[config.mk]
export PLATFORM = sky130hd
export DESIGN_NAME = lab_e_serial_sub_flat
export DESIGN_NICKNAME = d
export VERILOG_FILES = /design/src/rtl/lab_e_pkg.sv /design/src/rtl/lab_e_serial_sub_if.sv /design/src/rtl/full_sub_cell.sv /design/src/rtl/lab_e_serial_sub.sv /design/src/flat_wrapper.sv
export SDC_FILE = /design/constraint.sdc
export NUM_CORES = 1
export LEC_CHECK = 0
export ABC_CLOCK_PERIOD_IN_PS = 1100
export BUFFER_PORTS_ARGS = -buffer_cell sky130_fd_sc_hd__buf_4
export CAP_MARGIN = 10
export CORE_MARGIN = 5
export CORE_UTILIZATION = 51
export CTS_BUF_LIST = sky130_fd_sc_hd__clkbuf_8
export DETAILED_ROUTE_END_ITERATION = 12
export GPL_TIMING_DRIVEN = 0
export PLACE_DENSITY = 0.77
export SLEW_MARGIN = 40
export SYNTH_ARGS = -nofsm -noshare
export SYNTH_HDL_FRONTEND = slang
export SYNTH_SLANG_ARGS = --single-unit
[constraint.sdc]
create_clock -name clk -period 1.1 [get_ports clk]
set_input_delay 0.11 -clock clk [delete_from_list [all_inputs] [get_ports clk]]
set_output_delay 0.11 -clock clk [all_outputs]
set_load 0.02 [all_outputs]
[src/rtl/lab_e_pkg.sv]
// Shared definitions for the Lab E serial datapath blocks.
// Contents: default operand width (shared with the ripple adder), the FSM
// state type and encodings, and a helper that sizes the bit counter.
package lab_e_pkg;

  // Operand width used by both the Lab E adder and this subtractor.
  localparam int LAB_E_WIDTH = 4;

  typedef logic [1:0] state_t;

  localparam state_t ST_IDLE  = 2'd0;
  localparam state_t ST_SHIFT = 2'd1;
  localparam state_t ST_DONE  = 2'd2;

  // Bit-counter width: $clog2(w), but never narrower than one bit,
  // so that WIDTH=1 still has a real counter register.
  function automatic int cnt_width(input int w);
    return (w > 1) ? $clog2(w) : 1;
  endfunction

endpackage

[src/rtl/lab_e_serial_sub_if.sv]
// Handshake/data bundle for lab_e_serial_sub.
// Signals: Start, A, B, Bi (requester -> subtractor);
//          Diff, Bo, Busy, Done (subtractor -> requester).
// master: the side issuing requests; slave: the subtractor itself.
interface lab_e_serial_sub_if #(
  parameter int WIDTH = lab_e_pkg::LAB_E_WIDTH
);
  logic             Start;
  logic [WIDTH-1:0] A;
  logic [WIDTH-1:0] B;
  logic             Bi;
  logic [WIDTH-1:0] Diff;
  logic             Bo;
  logic             Busy;
  logic             Done;

  modport master (output Start, A, B, Bi, input Diff, Bo, Busy, Done);
  modport slave  (input Start, A, B, Bi, output Diff, Bo, Busy, Done);
endinterface

[src/rtl/full_sub_cell.sv]
// One-bit full subtractor: computes a - b - bin.
// Ports: a (minuend bit), b (subtrahend bit), bin (borrow in)
//        -> d (difference bit), bout (borrow out). Purely combinational.
module full_sub_cell (
  input  logic a,
  input  logic b,
  input  logic bin,
  output logic d,
  output logic bout
);

  // Difference and borrow equations of the full subtractor.
  always_comb begin
    d    = a ^ b ^ bin;
    bout = (~a & b) | (~a & bin) | (b & bin);
  end

endmodule

[src/rtl/lab_e_serial_sub.sv]
// Bit-serial subtractor: Diff = (A - B - Bi) mod 2^WIDTH, LSB first, one bit
// per clock through a single full_sub_cell and a borrow flop.
// Ports: clk, rst_n (async active-low), bus (slave side of
//        lab_e_serial_sub_if: Start/A/B/Bi in, Diff/Bo/Busy/Done out).
module lab_e_serial_sub
  import lab_e_pkg::*;
#(
  parameter int WIDTH = LAB_E_WIDTH
) (
  input  logic             clk,
  input  logic             rst_n,
  lab_e_serial_sub_if.slave bus
);

  localparam int          CW       = cnt_width(WIDTH);
  localparam logic [CW-1:0] CNT_LAST = CW'(WIDTH - 1);

  state_t           state_r;
  state_t           state_nxt_s;
  logic [CW-1:0]    cnt_r;
  logic [WIDTH-1:0] a_sh_r;
  logic [WIDTH-1:0] b_sh_r;
  logic [WIDTH-1:0] res_r;
  logic [WIDTH-1:0] res_nxt_s;
  logic [WIDTH-1:0] diff_r;
  logic             br_r;
  logic             bo_r;
  logic             cell_d_s;
  logic             cell_bo_s;
  logic             last_s;
  logic             busy_s;
  logic             done_s;

  full_sub_cell u_cell (
    .a    (a_sh_r[0]),
    .b    (b_sh_r[0]),
    .bin  (br_r),
    .d    (cell_d_s),
    .bout (cell_bo_s)
  );

  assign last_s = (cnt_r == CNT_LAST);

  // Result register after this step: shift right, new bit enters at the MSB.
  // Written as shift-then-overwrite so WIDTH=1 needs no special slice.
  always_comb begin
    res_nxt_s            = res_r >> 1'b1;
    res_nxt_s[WIDTH-1]   = cell_d_s;
  end

  // FSM state register.
  always_ff @(posedge clk or negedge rst_n) begin
    if (!rst_n) begin
      state_r <= ST_IDLE;
    end else begin
      state_r <= state_nxt_s;
    end
  end

  // FSM next-state logic; the unused encoding falls back to IDLE.
  always_comb begin
    state_nxt_s = state_r;
    case (state_r)
      ST_IDLE: begin
        if (bus.Start) state_nxt_s = ST_SHIFT;
        else           state_nxt_s = ST_IDLE;
      end
      ST_SHIFT: begin
        if (last_s) state_nxt_s = ST_DONE;
        else        state_nxt_s = ST_SHIFT;
      end
      ST_DONE: state_nxt_s = ST_IDLE;
      default: state_nxt_s = ST_IDLE;
    endcase
  end

  // FSM outputs, decoded straight from the state register.
  always_comb begin
    busy_s = (state_r != ST_IDLE);
    done_s = (state_r == ST_DONE);
  end

  // Datapath: operand capture, serial shifting, borrow flop and result hold.
  always_ff @(posedge clk or negedge rst_n) begin
    if (!rst_n) begin
      cnt_r  <= '0;
      a_sh_r <= '0;
      b_sh_r <= '0;
      res_r  <= '0;
      diff_r <= '0;
      br_r   <= 1'b0;
      bo_r   <= 1'b0;
    end else begin
      case (state_r)
        ST_IDLE: begin
          if (bus.Start) begin
            a_sh_r <= bus.A;
            b_sh_r <= bus.B;
            br_r   <= bus.Bi;
            cnt_r  <= '0;
          end
        end
        ST_SHIFT: begin
          a_sh_r <= a_sh_r >> 1'b1;
          b_sh_r <= b_sh_r >> 1'b1;
          res_r  <= res_nxt_s;
          br_r   <= cell_bo_s;
          cnt_r  <= cnt_r + CW'(1);
          // Publish on the edge that enters DONE so Diff/Bo change together
          // with the rising Done pulse and stay frozen throughout SHIFT.
          if (last_s) begin
            diff_r <= res_nxt_s;
            bo_r   <= cell_bo_s;
          end
        end
        default: begin
        end
      endcase
    end
  end

  assign bus.Diff = diff_r;
  assign bus.Bo   = bo_r;
  assign bus.Busy = busy_s;
  assign bus.Done = done_s;

endmodule

[src/flat_wrapper.sv]
// flat-port wrapper written by rule: the top's interface ports become plain ports
module lab_e_serial_sub_flat import lab_e_pkg::*;
#(
  parameter int WIDTH = LAB_E_WIDTH
)
  (clk, rst_n, bus_Start, bus_A, bus_B, bus_Bi, bus_Diff, bus_Bo, bus_Busy, bus_Done);
  lab_e_serial_sub_if #(.WIDTH(WIDTH)) bus_i ();
  input  logic clk;
  input  logic rst_n;
  input wire logic [$bits(bus_i.Start)-1:0] bus_Start;
  input wire logic [$bits(bus_i.A)-1:0] bus_A;
  input wire logic [$bits(bus_i.B)-1:0] bus_B;
  input wire logic [$bits(bus_i.Bi)-1:0] bus_Bi;
  output wire logic [$bits(bus_i.Diff)-1:0] bus_Diff;
  output wire logic [$bits(bus_i.Bo)-1:0] bus_Bo;
  output wire logic [$bits(bus_i.Busy)-1:0] bus_Busy;
  output wire logic [$bits(bus_i.Done)-1:0] bus_Done;
  assign bus_i.Start = bus_Start;
  assign bus_i.A = bus_A;
  assign bus_i.B = bus_B;
  assign bus_i.Bi = bus_Bi;
  assign bus_Diff = bus_i.Diff;
  assign bus_Bo = bus_i.Bo;
  assign bus_Busy = bus_i.Busy;
  assign bus_Done = bus_i.Done;
  lab_e_serial_sub #(.WIDTH(WIDTH)) u_core (.clk(clk), .rst_n(rst_n), .bus(bus_i));
endmodule
==> impl_metrics.json <==
{
  "area.growth.synth_to_final_pct": 52.7,
  "cts_tree": "yes",
  "overflow": 0,
  "avgSynthCellArea_um2": 13.4,
  "grt_pass1_wl_mm": 3.68,
  "p_int_mw": 2.96,
  "fmax_ghz": 0.701,
  "endpoint_kind": "flop",
  "ys_seq_elements": 21,
  "antenna_found_initial": 0,
  "power_density_nw_per_um2": 2960,
  "n_fill_cell": 112,
  "grt_max_degree": 22,
  "grtUsageTotal": 0.178,
  "critical_path_class": "reg2reg",
  "syn_inst": 76,
  "cts_sinks": 21,
  "dpl.hpwl_mm": 1.39,
  "leakage_nw": 0.748,
  "drv_cap": 0,
  "vias_per_cell": 5.59,
  "dieWidth_um": 54.6,
  "whs_path_depth": 3,
  "wl_mm": 2.38,
  "p_switching_mw": 1.63,
  "num_vias": 771,
  "synth-seq-area-share": 0.517,
  "port_buffers": 18,
  "cp.arrival_ns": 1.59,
  "dp_slack_ns": -0.195,
  "final.setup.tns_ns": -4.34,
  "slew_viol_final": 0,
  "rsz0062_at_grt": "true",
  "combPwrFrac": 0.577,
  "core-area_um2": 1920,
  "root_buffer": "clkbuf_8",
  "switching_share": 0.356,
  "cp.required_ns": 1.26,
  "place.gp.congestion": 0.748,
  "drive_gt1_frac": 0.631,
  "worstSkewPairLatency_ns": 0.27,
  "skew_ns": 0.00602,
  "min_path_type": "in2reg",
  "fin_crit_sh": 1.30,
  "yosys_warnings": 0,
  "multi_input_area_um2": 574,
  "nets": 126,
  "clk_pin_slew_ns": 0.08,
  "setup_ws_ns": -0.327,
  "worst-r2r-cell-count": 4,
  "setup_viol": 22,
  "num_rows": 16,
  "violations": "setup timing",
  "fin_util": 0.807,
  "final_common_cell": "buf_4",
  "syn_nets": 90,
  "p_seq_frac": 0.309,
  "irDropWorstVdd_uv": 1770,
  "clk_path_buf_depth": 2,
  "initialDrtViolationCount": 11,
  "wire_per_inst_um": 17.2,
  "htreeDepth": 1,
  "final_hold_viol_count": 0,
  "die-area_um2": 2980,
  "layout_common_cells": "buf_4 (23), dfrtp_1 (21), buf_6 (9), mux2_4 (6)",
  "outcome": "finished, violations left",
  "yosys.cell_types.count": 25,
  "crit_fanout": 8,
  "n_antenna_cell": 0,
  "max_slew.worst_pin.slew_ns": 0.276,
  "die_y_um": 54.6,
  "drc": 0,
  "p_clk_frac": 0.113,
  "slew_headroom": 0.816,
  "start_kind": "flop",
  "grt_pass1_vias": 776,
  "cts_buffers": 3,
  "dr.pass1.iters": 4,
  "synth_area_um2": 1020,
  "io_pins": 19,
  "start_util": 0.529,
  "fin_crit_ns": 1.43,
  "antenna_left": 0,
  "register_area_um2": 526
}
[metal layers]
layer / vias up / track usage / share of wire
li1: 354 / - / -
met1: 396 / 0.215 / 0.40
met2: 18 / 0.309 / 0.54
met3: 3 / 0.0381 / 0.043
met4: 0 / 0.0622 / 0.012
met5: - / 0 / 0
[cells by family (layout without fill, tap and decap cells)]
logic type | after synthesis | in the layout | synth area share
buffers and inverters | 12 | 47 | 0.0690
muxes | 9 | 9 | 0.0961
DFF | 21 | 21 | 0.517
AOI/OAI and AO/OA | 13 | 13 | 0.118
adders and majority gates | 2 | 2 | 0.0320
and+or+nand+nor | 19 | 19 | 0.168
[worst max-delay path, cell delays in order, from the launching register on]
cell     delay (ns)
dfrtp_1        0.41
buf_6          0.13
buf_6          0.12
or4b_1         0.52
o221a_2        0.14
[per-stage QoR]
step	area, um^2	instances	hold WS [ns]	total power, mW
2_1_floorplan	1060	76	-0.186	2.69
4_1_cts	1440	135	0.159	4.23
5_1_grt	1550	138	0.192	4.84
3_5_place_dp	1220	121	0.0101	3.18
6_report	1550	138	0.152	4.59
3_3_place_gp	1220	121	0.00555	3.13
[power by group through the flow]
stage / clock network, mW / registers [mW] / logic [mW]
after CTS: 0.527 / 1.40 / 2.30
after detailed placement: 0 / 1.40 / 1.78
after global placement: 0 / 1.38 / 1.74
final: 0.520 / 1.42 / 2.65
after global routing: 0.559 / 1.46 / 2.82
after floorplan: 0 / 1.46 / 1.23
[Yosys cell counts (all sizes together)]
| cell type | number | area (um^2) |
|---|---|---|
| nor4b | 2 | 17.5 |
| nand3b | 1 | 20.0 |
| nand2b | 2 | 12.5 |
| a21oi | 1 | 5.00 |
| o2bb2ai | 1 | 8.76 |
| o21ba | 1 | 10.0 |
| dfrtp | 21 | 526 |
| o21bai | 1 | 7.51 |
| a211o | 2 | 17.5 |
| nor4bb | 2 | 20.0 |
| o221a | 5 | 56.3 |
| or2b | 1 | 7.51 |
| mux2 | 6 | 67.6 |
| or4b | 5 | 50.1 |
| ha | 1 | 12.5 |
| fa | 1 | 20.0 |
| nor3b | 4 | 30.0 |
| buf | 6 | 47.5 |
| a211oi | 2 | 15.0 |
| nor2b | 1 | 6.26 |
| or2 | 1 | 6.26 |
| mux2i | 3 | 30.0 |
| inv | 6 | 22.5 |
[sequential cells by signal, indices dropped and copies added, names as in the netlist]
name and count:
u_core.a_sh_r 4, u_core.b_sh_r 4, u_core.br_r 1, u_core.bus.Bo 1
u_core.bus.Diff 4, u_core.cnt_r 2, u_core.res_r 3, u_core.state_r 2
[path summary, 6_finish.rpt]
| kind | start | to | slack [ns] |
|---|---|---|---|
| max | u_core.state_r[1] | u_core.br_r | -0.33 |
| min | bus_A[1] | u_core.a_sh_r[1] | 0.15 |
| max reg2reg | u_core.state_r[1] | u_core.br_r | -0.33 |
| min reg2reg | u_core.cnt_r[0] | u_core.cnt_r[0] | 0.50 |
| max in group asynchronous | rst_n | u_core.a_sh_r[1] | 0.61 |
| min in group asynchronous | rst_n | u_core.br_r | 0.27 |
[timing repair]
action | CTS | global route
gates resized for setup | 21 | 19
pin swaps | 10 | 5
setup buffers | 9 | 3
hold buffers | 1 | 0
setup endpoints to repair | 20 | 23
hold endpoints to repair | 21 | 0
[area by class of cell]
class                   instances  area share
well taps                      27      0.0218
plain buffers                   6      0.0492
repair buffers                 31       0.176
multi-input cells              43       0.370
inverters                       6      0.0145
clock inverters                 1     0.00323
flip-flops and latches         21       0.339
clock buffers                   3      0.0266
No activity file was read; power rests on OpenSTA's default activity.
